`src/rtl/ps2_scancode_rx.sv`:
```
// PS/2 keyboard receiver: synchronizes and de-glitches the PS/2 lines, frames
// 11-bit packets, strips E0/F0 prefixes and emits one event per key action.
module ps2_scancode_rx #(
    parameter int CLK_HZ      = 100_000_000,
    parameter int FILTER_LEN  = 8,
    parameter int TIMEOUT_CYC = 200_000
) (
    input  logic       clk,
    input  logic       reset,
    input  logic       ps2_clk,
    input  logic       ps2_data,
    output logic [7:0] code,
    output logic       is_break,
    output logic       is_ext,
    output logic       code_valid,
    output logic       frame_err,
    output logic [7:0] err_cnt
);

    localparam int TW = $clog2(TIMEOUT_CYC + 1);

    if (FILTER_LEN < 2 || FILTER_LEN > 255 || CLK_HZ <= 0) begin : g_bad_param
        $error("ps2_scancode_rx: parameter out of range");
    end

    typedef enum logic [1:0] {
        IDLE,
        DATA,
        PARITY,
        STOP
    } state_t;

    logic          clk_s1_q, clk_s2_q;
    logic          dat_s1_q, dat_s2_q;
    logic          filt_q, filt_d;
    logic [7:0]    fcnt_q, fcnt_d;
    logic          fall;

    state_t        state_q, state_d;
    logic [2:0]    bcnt_q, bcnt_d;
    logic [7:0]    sh_q, sh_d;
    logic          par_q, par_d;
    logic [TW-1:0] to_q, to_d;
    logic          timeout;
    logic          good, bad;

    logic          ext_pend_q, ext_pend_d;
    logic          brk_pend_q, brk_pend_d;
    logic [7:0]    code_q, code_d;
    logic          brk_q, brk_d;
    logic          ext_q, ext_d;
    logic          cv_q, cv_d;
    logic          fe_q, fe_d;
    logic [7:0]    err_q, err_d;

    always_ff @(posedge clk or posedge reset) begin
        if (reset) begin
            clk_s1_q <= 1'b1;
            clk_s2_q <= 1'b1;
            dat_s1_q <= 1'b1;
            dat_s2_q <= 1'b1;
            filt_q   <= 1'b1;
            fcnt_q   <= '0;
        end else begin
            clk_s1_q <= ps2_clk;
            clk_s2_q <= clk_s1_q;
            dat_s1_q <= ps2_data;
            dat_s2_q <= dat_s1_q;
            filt_q   <= filt_d;
            fcnt_q   <= fcnt_d;
        end
    end

    // Any cycle matching the current filtered level restarts the run count
    always_comb begin
        filt_d = filt_q;
        fcnt_d = '0;
        fall   = 1'b0;
        if (clk_s2_q != filt_q) begin
            if (fcnt_q == 8'(FILTER_LEN - 1)) begin
                filt_d = clk_s2_q;
                fall   = filt_q;
            end else begin
                fcnt_d = fcnt_q + 8'd1;
            end
        end
    end

    assign timeout = (state_q != IDLE) && !fall && (to_q == TW'(TIMEOUT_CYC));

    always_comb begin
        state_d    = state_q;
        bcnt_d     = bcnt_q;
        sh_d       = sh_q;
        par_d      = par_q;
        to_d       = '0;
        good       = 1'b0;
        bad        = 1'b0;
        ext_pend_d = ext_pend_q;
        brk_pend_d = brk_pend_q;
        code_d     = code_q;
        brk_d      = brk_q;
        ext_d      = ext_q;
        cv_d       = 1'b0;
        fe_d       = 1'b0;
        err_d      = err_q;

        if (state_q != IDLE && !fall) begin
            to_d = to_q + TW'(1);
        end

        if (fall) begin
            unique case (state_q)
                IDLE: begin
                    if (!dat_s2_q) begin
                        state_d = DATA;
                        bcnt_d  = '0;
                    end
                end
                DATA: begin
                    sh_d   = {dat_s2_q, sh_q[7:1]};
                    bcnt_d = bcnt_q + 3'd1;
                    if (bcnt_q == 3'd7) begin
                        state_d = PARITY;
                    end
                end
                PARITY: begin
                    par_d   = dat_s2_q;
                    state_d = STOP;
                end
                STOP: begin
                    state_d = IDLE;
                    if ((^{sh_q, par_q}) && dat_s2_q) begin
                        good = 1'b1;
                    end else begin
                        bad = 1'b1;
                    end
                end
                default: state_d = IDLE;
            endcase
        end else if (timeout) begin
            state_d = IDLE;
            to_d    = '0;
            bad     = 1'b1;
        end

        if (bad) begin
            fe_d       = 1'b1;
            err_d      = (err_q == 8'hFF) ? err_q : err_q + 8'd1;
            ext_pend_d = 1'b0;
            brk_pend_d = 1'b0;
        end else if (good) begin
            if (sh_q == 8'hE0) begin
                ext_pend_d = 1'b1;
            end else if (sh_q == 8'hF0) begin
                brk_pend_d = 1'b1;
            end else begin
                code_d     = sh_q;
                brk_d      = brk_pend_q;
                ext_d      = ext_pend_q;
                cv_d       = 1'b1;
                ext_pend_d = 1'b0;
                brk_pend_d = 1'b0;
            end
        end
    end

    always_ff @(posedge clk or posedge reset) begin
        if (reset) begin
            state_q    <= IDLE;
            bcnt_q     <= '0;
            sh_q       <= '0;
            par_q      <= 1'b0;
            to_q       <= '0;
            ext_pend_q <= 1'b0;
            brk_pend_q <= 1'b0;
            code_q     <= '0;
            brk_q      <= 1'b0;
            ext_q      <= 1'b0;
            cv_q       <= 1'b0;
            fe_q       <= 1'b0;
            err_q      <= '0;
        end else begin
            state_q    <= state_d;
            bcnt_q     <= bcnt_d;
            sh_q       <= sh_d;
            par_q      <= par_d;
            to_q       <= to_d;
            ext_pend_q <= ext_pend_d;
            brk_pend_q <= brk_pend_d;
            code_q     <= code_d;
            brk_q      <= brk_d;
            ext_q      <= ext_d;
            cv_q       <= cv_d;
            fe_q       <= fe_d;
            err_q      <= err_d;
        end
    end

    assign code       = code_q;
    assign is_break   = brk_q;
    assign is_ext     = ext_q;
    assign code_valid = cv_q;
    assign frame_err  = fe_q;
    assign err_cnt    = err_q;

endmodule

```
`config.mk`:
```
export PLATFORM = sky130hd
export DESIGN_NAME = ps2_scancode_rx
export DESIGN_NICKNAME = d
export VERILOG_FILES = /design/src/rtl/ps2_scancode_rx.sv
export SDC_FILE = /design/constraint.sdc
export NUM_CORES = 1
export LEC_CHECK = 0
export CORE_UTILIZATION = 45
export CTS_CLUSTER_SIZE = 30
export DETAILED_ROUTE_END_ITERATION = 8
export PLACE_DENSITY = 0.66
export SLEW_MARGIN = 30
export SYNTH_ARGS = -nofsm -noshare
export SYNTH_HDL_FRONTEND = slang
export SYNTH_SLANG_ARGS = --single-unit
export TNS_END_PERCENT = 100
```
`constraint.sdc`:
```
create_clock -name clk -period 2.3 [get_ports clk]
set_input_delay 0.69 -clock clk [delete_from_list [all_inputs] [get_ports clk]]
set_output_delay 0.69 -clock clk [all_outputs]
set_load 0.005 [all_outputs]
```
== Word level (Yosys, flattened, before mapping) ==
Cells that the tools add are included.
Widths: inputs -> output; s select.

* Add/sub/neg operators: 4
* Equality and inequality tests: 15
* Mux-type cells: 34
* Bitwise gates (word level): 4
* Reductions and logical operators: 19

{| class="wikitable"
|+ Operator list
! cell !! number
|-
| $mux 18 || 3
|-
| $eq 8x8->1 const B || 3
|-
| $mux 1 || 22
|-
| $add 18x1->18 const B || 1
|-
| $eq 18x18->1 const B || 1
|-
| $add 8x1->8 const B || 2
|-
| $mux 8 || 2
|-
| $reduce_and 2->1 || 6
|-
| $ne 3x3->1 const B || 3
|-
| $reduce_xor 9->1 || 1
|-
| $eq 8x3->1 const B || 1
|-
| $mux 2 || 4
|-
| $pmux 2 s4 || 1
|-
| $reduce_bool 2->1 || 4
|-
| $pmux 3 s2 || 1
|-
| $reduce_and 3->1 || 2
|-
| $eq 2x2->1 const B || 2
|-
| $ne 2x2->1 const B || 2
|-
| $not 1->1 || 4
|-
| $reduce_and 4->1 || 1
|-
| $add 3x1->3 const B || 1
|-
| $eq 3x3->1 const B || 1
|-
| $logic_and 1x1->1 || 3
|-
| $mux 3 || 1
|-
| 4 further kinds || 4
|}

* Register bits after elaboration: 67
* Input port bits: 4
* Output and inout bits: 20
* Word-level logic and storage cells: 95

== Logic depth before layout (Yosys ltp) ==
Gate-level depths: netlist (run 1).

* Word-level depth: 10
* Depth in mapped cells: 9
* Gate-level depth less buffers: 7

== Least setup slack after synthesis (run 1) ==
OpenSTA, ideal clock, no wires.

* Path type: reg-to-reg
* From: register fcnt_q[4]
* To: register err_q[1] (netlist: err_cnt[1])
* Setup time: 128 ps
* Arrival: 2221 ps
* Required time: 2172 ps
* Path slack: -49 ps
* Stages on the path, launching flop included: 8
* Buffers on the path: 1
* Clock period less this slack: 2349 ps
* Path through: dfrtp_1 > or4_4 > nor4_4 > nand2_2 > o221a_1 > buf_6 > a31oi_2 > mux2_1

* Cells in the longest elaborated chain, start to end: 9

{| class="wikitable"
|+ Ends and longest elaborated chain
! item !! line !! source
|-
| from (decl) || 36 || <nowiki>logic [7:0] fcnt_q, fcnt_d;</nowiki>
|-
| from (signal assigned) || 70 || <nowiki>fcnt_q <= fcnt_d;</nowiki>
|-
| $eq 8x3->1 * || 80 || <nowiki>if (fcnt_q == 8'(FILTER_LEN - 1)) begin</nowiki>
|-
| $mux 1 * || 80 ||
|-
| $mux 1 * || 79 || <nowiki>if (clk_s2_q != filt_q) begin</nowiki>
|-
| $logic_not 1->1 || 89 || <nowiki>assign timeout = (state_q != IDLE) && !fall && (to_q == TW'(TIMEOUT_CYC));</nowiki>
|-
| $logic_and 1x1->1 (2 in series) || 89 ||
|-
| $mux 1 || 141 || <nowiki>end else if (timeout) begin</nowiki>
|-
| $mux 1 * || 112 || <nowiki>if (fall) begin</nowiki>
|-
| $reduce_and 2->1 (no line) * || n/a ||
|-
| to (signal assigned) || 196 || <nowiki>err_q <= err_d;</nowiki>
|-
| to (decl) || 54 || <nowiki>logic [7:0] err_q, err_d;</nowiki>
|}

Every way passes the cells marked *; elsewhere a longest branch is shown, timed or not.
A chain may end at the register's enable or synchronous reset.

== Final worst setup path (run 1) ==
* From: register to_q[14]
* To: register err_q[4] (netlist: err_cnt[4])

* Cells in the longest elaborated chain, start to end: 5

{| class="wikitable"
|+ Ends and longest elaborated chain
! item !! line !! source
|-
| from (decl) || 43 || <nowiki>logic [TW-1:0] to_q, to_d;</nowiki>
|-
| from (signal assigned) || 188 || <nowiki>to_q <= to_d;</nowiki>
|-
| $eq 18x18->1 || 89 ||
|-
| $logic_and 1x1->1 || 89 ||
|-
| $mux 1 || 141 ||
|-
| $mux 1 || 112 ||
|-
| $reduce_and 2->1 (no line) || n/a ||
|}

Every way passes these cells.

==> key figures, run 1 <==
Run status
  • Status: complete, no violations

Power
  • Peak VDD IR: ~0.37 mV
  • P_leak: 0.00180 uW
  • P per Cell Area: between 500 and 600 nW/um2

Global routing
  • Initial antenna violation count: 0
  • GR Util All Layers: between 15 and 20%
  • Largest net degree at the start of global routing: 28
  • GRT Residual Overflow: 0
  • First-pass GRT wire length: 9570 um
  • Vias in the first global route: 2073

Die
  • Die Width: 86.2 um
  • I/O pins: 24
  • Die Height: about 86 um
  • Initial core utilization: 46.7%
  • Core area: 6830 um2
  • Row count: 30
  • DIE AREA: 7430 um2

Placement
  • PortBufs: 23
  • Dpl cell area: roughly 3700 um2
  • Final GP Congestion: 0.815
  • DP HPWL: between 4000 and 5000 um

Clock tree
  • CTS tree: built
  • Total number of H-tree levels: 3
  • Skew-Pair Late Insertion Delay: 0.34 ns
  • Hold buffer count at CTS: 0
  • Clock sink count: 67
  • Clock Path Buffers: 2
  • CTS Root Cell: clkbuf_8
  • Number of buffers created by CTS: 9
  • Clock slew at reported path FFs: 0.07 ns

Yosys
  • Top post-synthesis cells by area: dfrtp_1 (49%), mux2_2 (6.4%), xor2_1 (5.8%), dfstp_2 (4.1%), nor2_1 (4.1%)
  • Mapped Cells: 288
  • Syn_nets: about 300
  • Post-Synthesis Cell Area: 3190 um2
  • Async SR Flop Fraction: 100%
  • Synth Warn #: 0
  • Prevailing post-synth register cell: dfrtp_1
  • Mapped Avg Cell Area: approximately 11 um2
  • Fraction of the yosys area taken by sequential cells: a little over half
  • Synth top area share: around 49%
  • Synth area leader: dfrtp_1
  • Post-synthesis register bit count: 67
  • Distinct cell type count after synthesis: between 40 and 50
  • Post-synth EDFFs: 0

Final layout
  • Final nets: 358
  • FF+latch area: 1680 um2
  • Fin area: approximately 4000 um2
  • Synth-to-Final Area Change: 25.8%
  • Share of cells above drive strength 1: about a quarter
  • Number of diodes: 0
  • Footprint of the multi-input gates: 1500 um2
  • Fill cell count: about 600

Timing
  • Worst-case hold slack: approximately 0.36 ns
  • Rel. slew slack: 65.6%
  • Clk_skew: 0.00768 ns
  • Endpoints failing hold: 0
  • Final number of setup-violating endpoints: 0
  • Fmax: 440 MHz
  • Slew Viols, Final: 0
  • Tmin final: 2.27 ns
  • Worst-margin pin slew: between 0.5 and 0.6 ns
  • Tcrit/Tclk final: 98.9%
  • RSZ-0062 raised after global routing: yes

Routing
  • 1st-iter DRT viols: 89
  • Drt first pass iters: 4
  • Via count: 2244
  • # DRC: 0
  • Avg WL per Cell: approximately 13 um
  • Final wirelength: slightly below 6000 um
  • Via/cell ratio: 5.04
  • Routed Antenna Nets: 0

Critical path
  • CP Capture Type: flip-flop
  • CP Launch Type: flip-flop
  • CP required: around 2.5 ns
  • Worst setup path category: flip-flop to flip-flop
  • Worst Path Max Fanout: 5
  • CP arrival: 2.50 ns

Min path
  • HP Class: flip-flop to flip-flop

Job
  • Max Cap Violations: 0
through the flow:
stage,TNS [ns],total power (uW),util (%),setup WS (ns),std cells
3_3_place_gp,0,1400,54.6,0.0439,426
5_1_grt,-0.492,2370,58.7,-0.0709,445
4_1_cts,0,2300,57.5,0.0139,442
6_report,0,2260,58.7,0.0252,445
3_5_place_dp,-0.0147,1400,54.6,-0.00977,426
2_1_floorplan,0,1360,-,0.0268,288
metal layers:
| layer | global-route usage, % | wire (um) | up-vias |
|---|---|---|---|
| li1 | - | - | 1109 |
| met1 | 23.0 | 2810 | 1095 |
| met2 | 25.7 | 2700 | 30 |
| met3 | 2.86 | 123 | 10 |
| met4 | 9.09 | 137 | 0 |
| met5 | 0 | 0 | - |
cells in the mapped netlist, types with 2 or more instances:
cell type  instances
mux2_1             2
xor2_1            21
and2_1             2
mux2_2            18
ha_1              10
a31oi_1            2
or2_2              2
inv_1             11
buf_2              3
clkbuf_1           3
nand2b_1           3
nor3_1             4
nor4b_1            2
nor3b_1            3
a21oi_1            5
o21ai_0            7
dfrtp_1           62
dfstp_2            5
nor4_1             3
nand2_1           19
nand4_1            5
nand3_1           20
xnor2_1           12
nor2_1            35
nor2b_1            2
and3_1             4
nand3b_1           2
nand4b_1           4
critical path: stages, from the launching register on:
cell      delay [ns]
dfrtp_1         0.40
nor4_2          0.29
nand3_1         0.12
or4_1           0.53
o221a_4         0.29
nand4b_1        0.21
mux2_4          0.32
area by class of cell:
class	instances	share of cell area [%]
Clock buffer	12	3.87
Clock inverter	4	0.624
Inverter	11	1.12
Multi-Input combinational cell	203	37.3
Sequential cell	67	41.9
Tap cell	96	2.99
Timing Repair Buffer	52	12.2
final timing paths:
kind,depth (start not counted),slack [ns],from,end
min,0,0.36,clk_s1_q,clk_s2_q
min reg2reg,0,0.36,clk_s1_q,clk_s2_q
min in group asynchronous,2,0.74,reset,sh_q[3]
max in group asynchronous,3,1.03,reset,dat_s2_q
max reg2reg,6,0.03,to_q[14],err_cnt[4]
max,6,0.03,to_q[14],err_cnt[4]
state kept, by name, indices dropped and copies added, names as in the netlist, 2 cells and up:
name,cells
to_q,18
code,8
err_cnt,8
fcnt_q,8
sh_q,8
bcnt_q,3
state_q,2
power breakdown:
part / switching, uW / leakage (uW) / internal [uW]
Sequential: 27.9 / 0.000917 / 1220
Clock: 440 / 0.0000884 / 447
Combinational: 81.4 / 0.000798 / 49.6
Total: 549 / 0.00180 / 1710
cells in the final DEF, fill, tap and decap left out, types with 5 or more instances in the layout:
cell	count
inv_1	10
nand2_1	18
clkdlybuf4s50_1	23
clkbuf_8	11
mux2_2	18
dfstp_2	5
xnor2_1	11
ha_1	10
a21oi_1	5
o21ai_0	7
buf_4	25
nand3_1	20
nor2_1	35
dfrtp_1	62
xor2_1	21
nand4_1	5
logic make-up (layout without fill, tap and decap cells):
kind of cell / count (synthesis) / in the layout / share of synthesized area [%]
simple gates: 116 / 116 / 19.2
flops: 67 / 67 / 52.8
xor+xnor: 34 / 34 / 9.77
compound gates: 22 / 22 / 4.51
mux: 21 / 21 / 7.38
buf+inv: 18 / 79 / 2.47
fa+ha+maj: 10 / 10 / 3.92
what timing repair did:
item                                    4_1_cts  5_1_grt
endpoints found under the setup margin        2       18
buffers inserted                              0        3
pin swaps                                     0        1
resized for setup                             2        9
No activity file was read; power rests on OpenSTA's default activity.
==> inputs of run 2 (changes only) <==
--- a/config.mk
+++ b/config.mk
@@ -9,6 +9,7 @@
 export CTS_CLUSTER_SIZE = 30
 export DETAILED_ROUTE_END_ITERATION = 8
 export PLACE_DENSITY = 0.66
+export SKIP_LAST_GASP = 1
 export SLEW_MARGIN = 30
 export SYNTH_ARGS = -nofsm -noshare
 export SYNTH_HDL_FRONTEND = slang
==> key figures, run 2 (synthesized netlist as in run 1, its figures left out) <==
Timing
  • Fmax: 441 MHz
  • Tcrit/Tclk final: between 90% and 100%
  • Final setup margin: about 0.034 ns
  • Worst-case hold slack: 0.358 ns
  • Clk_skew: roughly 0.0083 ns
  • Tmin final: 2.27 ns
  • RSZ-0062 raised after global routing: yes
  • Rel. slew slack: 65.6%
  • Slew Viols, Final: 0
  • Endpoints failing hold: 0
  • Final number of setup-violating endpoints: 0
  • Worst-margin pin slew: 0.510 ns

Placement
  • Final GP Congestion: around 0.81
  • DP HPWL: 4060 um
  • Pre-CTS setup slack: -0.00977 ns
  • PortBufs: 23

Routing
  • Final wirelength: 5750 um
  • Routed Antenna Nets: 0
  • # DRC: 0
  • Via/cell ratio: just over 5
  • 1st-iter DRT viols: 96
  • Drt first pass iters: 4
  • Via count: approximately 2.2k
  • Avg WL per Cell: 12.9 um

Clock tree
  • Skew-Pair Late Insertion Delay: 0.34 ns
  • Clock sink count: 67
  • Clock Path Buffers: 2
  • Clock slew at reported path FFs: 0.07 ns
  • Total number of H-tree levels: 3
  • Number of buffers created by CTS: 9
  • Hold buffer count at CTS: 0
  • CTS Root Cell: clkbuf_8
  • CTS tree: built

Global routing
  • Vias in the first global route: around 2.1k
  • GRT Residual Overflow: 0
  • Largest net degree at the start of global routing: 28
  • First-pass GRT wire length: approximately 9600 um
  • GR Util All Layers: between 10% and 20%
  • Initial antenna violation count: 0

Critical path
  • Crit path max-delay cell type: or4_1
  • CP arrival: approximately 2.5 ns
  • Worst path top cell family by delay: simple AND/OR/NAND/NOR gates
  • Reg2reg path depth: 6
  • CP Launch Type: flip-flop
  • Crit path buf inv count: 0
  • Flop2flop setup slack: 0.03 ns
  • CP Capture Type: flip-flop
  • Worst setup path category: flip-flop to flip-flop
  • CP Cell Sequence: nor4_2 > nand3_1 > or4_1 > o221a_4 > nand4b_1 > mux2_4
  • Reg2Reg Capture Point: err_cnt[4]
  • R2R Path Start: to_q[14]
  • Worst Path Max Fanout: 5
  • CP required: 2.52 ns
  • Slowest cell delay on critical path: 0.53 ns

Final layout
  • Share of cells above drive strength 1: 23.8%
  • Largest Register: to_q
  • Fill cell count: 597
  • Synth-to-Final Area Change: 25.5%
  • Most frequent cells in the layout: dfrtp_1 (62), nor2_1 (35), buf_4 (25)
  • Final nets: 358
  • Number of diodes: 0
  • Commonest non-fill, non-tap cell in the layout: dfrtp_1
  • Largest register FFs: 18

Die
  • Die Height: 86.2 um
  • Initial core utilization: between 40% and 50%
  • Die Width: 86.2 um
  • DIE AREA: 7430 um2
  • Core area: slightly below 7000 um2
  • Row count: 30
  • I/O pins: 24

Min path
  • Worst hold path stage count: 0
  • Min-delay src: clk_s1_q
  • HP Class: flip-flop to flip-flop
  • Worst Hold Endpoint: clk_s2_q

Job
  • Max Cap Violations: 0

Power
  • P_leak: ~0.0018 uW
  • P per Cell Area: roughly 570 nW/um2
  • Peak VDD IR: 0.364 mV

Run status
  • Status: complete, no violations
[run 2: changes by cell type in the layout (fill, tap and decap cells not counted)]
cell     delta
nand2_2     -1
a31oi_4     -1
a31oi_2     +1
nand2_1     +1
[run 2: timing repair]
item	CTS	global route
gates resized for setup	2	7
pin swaps	0	1
setup buffers	0	3
endpoints found under the setup margin	2	18
[run 2: metrics by stage]
step / TNS, ns / instance area [um2] / cells / total power [uW] / util (%)
finish: 0 / 4000 / 445 / 2260 / 58.6
global route: -0.538 / 4000 / 445 / 2370 / 58.6
CTS: 0 / 3930 / 442 / 2300 / 57.5
detailed placement: -0.0147 / 3730 / 426 / 1400 / 54.6
global placement: 0 / 3730 / 426 / 1400 / 54.6
floorplan: 0 / 3190 / 288 / 1360 / -
[run 2: layer usage]
| layer | GRT usage [%] | up-vias | share of wire, % | wire (um) |
|---|---|---|---|---|
| met3 | 2.86 | 7 | 2.4 | 136 |
| met4 | 9.09 | 0 | 1.7 | 96 |
| met2 | 25.7 | 34 | 47 | 2710 |
| li1 | - | 1110 | - | - |
| met5 | 0 | - | 0 | 0 |
| met1 | 23.0 | 1093 | 49 | 2810 |
[run 2: area by class of cell]
type,instances,area [um2],area share [%]
clock buffer,12,155,3.88
clock inverter,4,25.0,0.625
inverter,11,45.0,1.13
multi-input combinational,203,1480,37.1
sequential,67,1680,42.1
tap,96,120,3.00
timing repair buffer,52,489,12.2
[run 2: worst max path at each step]
stage,startpoint,slack (ns),cells past startpoint,to
finish,to_q[14],0.03,6,err_cnt[4]
global route,to_q[14],-0.08,6,err_cnt[1]
CTS,sh_q[3],0.01,6,is_break
detailed placement,to_q[4],-0.01,6,err_cnt[1]
global placement,to_q[4],0.04,6,err_cnt[1]
floorplan,fcnt_q[4],0.03,7,err_cnt[1]
[run 2: where the power goes]
part           total, uW  switching, uW  leakage, uW  internal [uW]
Clock                885            438    0.0000884            447
Combinational        131           81.2     0.000796           49.6
Sequential          1250           27.8     0.000917           1220
Total               2260            547      0.00180           1710
==> inputs of run 3 (changes only) <==
--- a/config.mk
+++ b/config.mk
@@ -8,6 +8,7 @@
 export CORE_UTILIZATION = 45
 export CTS_CLUSTER_SIZE = 30
 export DETAILED_ROUTE_END_ITERATION = 8
+export GPL_ROUTABILITY_DRIVEN = 0
 export PLACE_DENSITY = 0.66
 export SKIP_LAST_GASP = 1
 export SLEW_MARGIN = 30
==> results of run 3 <==
No change in the layout: final DEF, timing and power equal those of run 2.
==> patch 1, RTL diff (flow settings as in run 3) <==
`TIMEOUT_CYC`: 200_000 -> 400_000.
--- a/src/rtl/ps2_scancode_rx.sv
+++ b/src/rtl/ps2_scancode_rx.sv
@@ -3,7 +3,7 @@
 module ps2_scancode_rx #(
     parameter int CLK_HZ      = 100_000_000,
     parameter int FILTER_LEN  = 8,
-    parameter int TIMEOUT_CYC = 200_000
+    parameter int TIMEOUT_CYC = 400_000
 ) (
     input  logic       clk,
     input  logic       reset,
Behaviour: no difference found for any inputs over 10 cycles, from zero or initial values and one cycle with reset high; that may be too few to reach the edited logic, so the function may still have changed.
==> patch 1 against run 3 <==
Worst setup slack improved by 0.011 ns. Largest power group unchanged. Synthesized area increased by 5.5%. Clock skew increased by 0.0019 ns. Power increased by 5.3%. Maximum frequency increased by 0.50%. Sequential cell count increased by 1. Critical path depth unchanged. Die area increased by 5.4%. Count of clock-buffer cells in the layout decreased by 3. Combinational power increased by 5%. Routed wire length increased by 7.2%. Sequential share of layout area decreased by 1.5 points. Critical endpoint is now code[5]. Final area increased by 5.4%. Highest routed layer unchanged.
==> patch 1: results <==
[routing]
drt_iter0_markers = 79
wl_met2_mm = 2.79
vias = 2345
dr.pass1.iters = 5
wl_met3_um = 161
totalWireLength_mm = 6.17
wl_met1_mm = 3.14

[setup_path]
worstReg2RegEnd = code[5]
crit_fanout = 5
crit_family = XOR/XNOR gates
critical-path-slowest-cell = xnor3_2
crit_path_max_incr_delay_ns = 0.52
r2r-start = sh_q[6]

[global_routing]
gr-usage-met1_pct = 24.1
grt_pass1_vias = 2174
grt.met2_usage_pct = 24.5
grt_pass1_wl_mm = 10.1
grt_usage_pct = 17.0
use_met3_pct = 3.64
grt_max_degree = 69

[timing]
worst_hold_slack_ns = 0.360
worst_slew_pin_slew_ns = 0.443
fin_skew_ns = 0.0102

[finish]
finalNonFillerCells = 461
nFlopsAndLatches = 68
nNonClkBuffers = 50
fin_nets = 371
multiInputGateArea_um2 = 1690
largest_reg_flops = 19
nClkBuffers = 9
fin_util_pct = 58.2
inv_count = 10
regArea_um2 = 1710
nMultiInputCombCells = 218
drive_gt1_share_pct = 24.6
clk_share_pct = 4.69
largest-register = to_q
fillers = 619

[synth]
syn_inst = 301
synthTopCellsByArea = dfrtp_1 (47%), mux2_2 (6.0%), xor2_1 (6.0%), nor2_1 (4.0%), dfstp_2 (3.9%)
synth_nets = 315
synth-seq-area-share_pct = 50.8
yosysUniqueCellTypes = 51
synthTopCellsByCount = dfrtp_1 (63), nor2_1 (36), xor2_1 (23)

[clock_network]
cts_resized = 0

[placed_design]
port-buffer-count = 23
dp_cells = 443
place_ws_ns = 0.100
place_area_um2 = 3900
dp_hpwl_mm = 4.18

[pwr]
p_leak_uw = 0.00190
vdd_drop_max_v = 0.000477

[run_status]
status = complete, no violations

[floorplanning]
rows = 31
patch 1: cells by family (layout without fill, tap and decap cells):
logic type | Yosys count | in the layout | share of synthesized area, %
and+or+nand+nor | 126 | 126 | 21.0
DFF | 68 | 68 | 50.8
xor gates and xnor gates | 35 | 35 | 9.56
AOI/OAI and AO/OA | 26 | 26 | 5.62
muxes | 21 | 21 | 7.25
buffers and inverters | 15 | 76 | 2.05
adders and majority gates | 10 | 10 | 3.72
patch 1: report_power, final:
part | switching (uW) | total, uW | internal [uW]
combinational | 81.4 | 138 | 57.1
clock | 473 | 978 | 506
sequential | 29.8 | 1270 | 1240
total | 584 | 2380 | 1800
patch 1: worst max-delay path by stage:
stage,depth (start not counted),slack [ns],endpoint,from
finish,6,0.05,code[5],sh_q[6]
global route,6,-0.05,code[5],sh_q[6]
CTS,6,0.05,code[5],sh_q[4]
detailed placement,6,0.10,code[4],sh_q[4]
global placement,8,0.13,err_cnt[1],fcnt_q[1]
floorplan,8,0.10,err_cnt[1],fcnt_q[0]
==> patch 2, RTL diff (settings of run 3) <==
Made on the original files. Register the output `err_cnt` once more; this adds one clock of latency there. The other outputs are not delayed to match.
--- a/src/rtl/ps2_scancode_rx.sv
+++ b/src/rtl/ps2_scancode_rx.sv
@@ -202,7 +202,9 @@
     assign is_ext     = ext_q;
     assign code_valid = cv_q;
     assign frame_err  = fe_q;
-    assign err_cnt    = err_q;
+    always_ff @(posedge clk) begin
+        err_cnt <= err_q;
+    end
 
 endmodule
 
Check against the original RTL: same outputs for any inputs over 10 cycles, from zero or initial values and one cycle with reset high; that may be too few to reach the edited logic, so the function may still have changed.
==> patch 2 against run 3 <==
Via count shrank 0.67%. Final area grew 2.6%. Routed wire length grew 1.2%. Sequential share of layout area grew 2.9 points. Critical endpoint is now err_q[6]. Critical path depth grew 1. Power grew 5.2%. Highest routed layer unchanged. Sequential cell count grew 8. Non-clock buffer count shrank 6. Synthesized area grew 5.4%. Worst setup slack gained 0.057 ns. Sequential power grew 11%. Synthesized cell count shrank 0.35%. Hold slack lost 0.00080 ns. First-iteration DRC count grew 10%.
==> patch 2: results <==
[global_routing]
grt_pass1_wl_mm = 10.1
grt_max_degree = 68
grt_usage_pct = 16.9

[setup_path]
crit_path_max_incr_delay_ns = 0.55
arrival_ns = 2.43
critical-path-slowest-cell = or4_4

[placed_design]
place_area_um2 = 3880

[routing]
wl_met2_mm = 2.73
vias = 2229
detail_route.wl_per_cell_um = 13.1
wl_met3_um = 135
drt_iter0_markers = 106

[synth]
synth_xor_area_share_pct = 9.01
synth_compound_area_share_pct = 5.36
synth-seq-area-share_pct = 54.8
synthTopCellsByArea = dfrtp_1 (46%), mux2_2 (6.7%), xnor2_1 (4.9%), dfxtp_1 (4.8%), dfstp_2 (3.9%)
yosys-mux-area-fraction_pct = 8.15
synthAdderAreaFrac_pct = 3.72

[finish]
drive_gt1_share_pct = 24.9
finalNonFillerCells = 444
fin_nets = 354

[pwr]
vdd_drop_max_v = 0.000317
p_leak_uw = 0.00184

[timing]
slew_headroom_pct = 67.0
fin_skew_ns = 0.00608

[run_status]
status = complete, no violations
[patch 2: cell families (layout without fill, tap and decap cells)]
family,Yosys count,count (layout)
AOI/OAI and AO/OA,24,24
adders and majority gates,10,10
DFF,75,75
and+or+nand+nor,108,108
xor gates and xnor gates,33,33
muxes,24,24
buffers and inverters,13,71
[patch 2: per-layer routing]
layer	global-route usage (%)	vias to the layer above
met5	0	-
met4	7.48	0
met3	3.45	10
met2	26.3	22
met1	22.8	1098
li1	-	1099
[patch 2: what timing repair did]
action | CTS | global route
resized for setup | 1 | 7
pin swaps | 0 | 5
hold buffers | 0 | 0
endpoints found under the setup margin | 1 | 19
setup buffers | 0 | 1
[patch 2: area by class of cell]
class | instances | area (um^2)
tap | 99 | 124
clock buffer | 11 | 141
timing repair buffer | 46 | 428
multi-input combinational | 199 | 1500
clock inverter | 5 | 28.8
inverter | 9 | 37.5
fill | 642 | 3150
sequential | 75 | 1840
[patch 2: path summary, 6_finish.rpt]
check	from	endpoint	slack, ns	cells after the start
setup / recovery	to_q[14]	err_q[6]	0.09	7
hold / removal	clk_s1_q	clk_s2_q	0.36	0
setup reg to reg	to_q[14]	err_q[6]	0.09	7
hold reg to reg	clk_s1_q	clk_s2_q	0.36	0
max in group asynchronous	reset	clk_s2_q	1.18	3
min in group asynchronous	reset	to_q[11]	0.80	3
[patch 2: report_power, final]
group          switching [uW]  internal, uW
sequential               30.9          1360
combinational            73.9          49.3
clock                     454           416
total                     558          1820
[patch 2: critical path: cells and delay by family, from the launching register on]
| family | cells | cell delay (ns) |
|---|---|---|
| simple gates | 4 | 1.05 |
| flops | 1 | 0.38 |
| mux | 1 | 0.32 |
| buf+inv | 1 | 0.19 |
| compound gates | 1 | 0.16 |
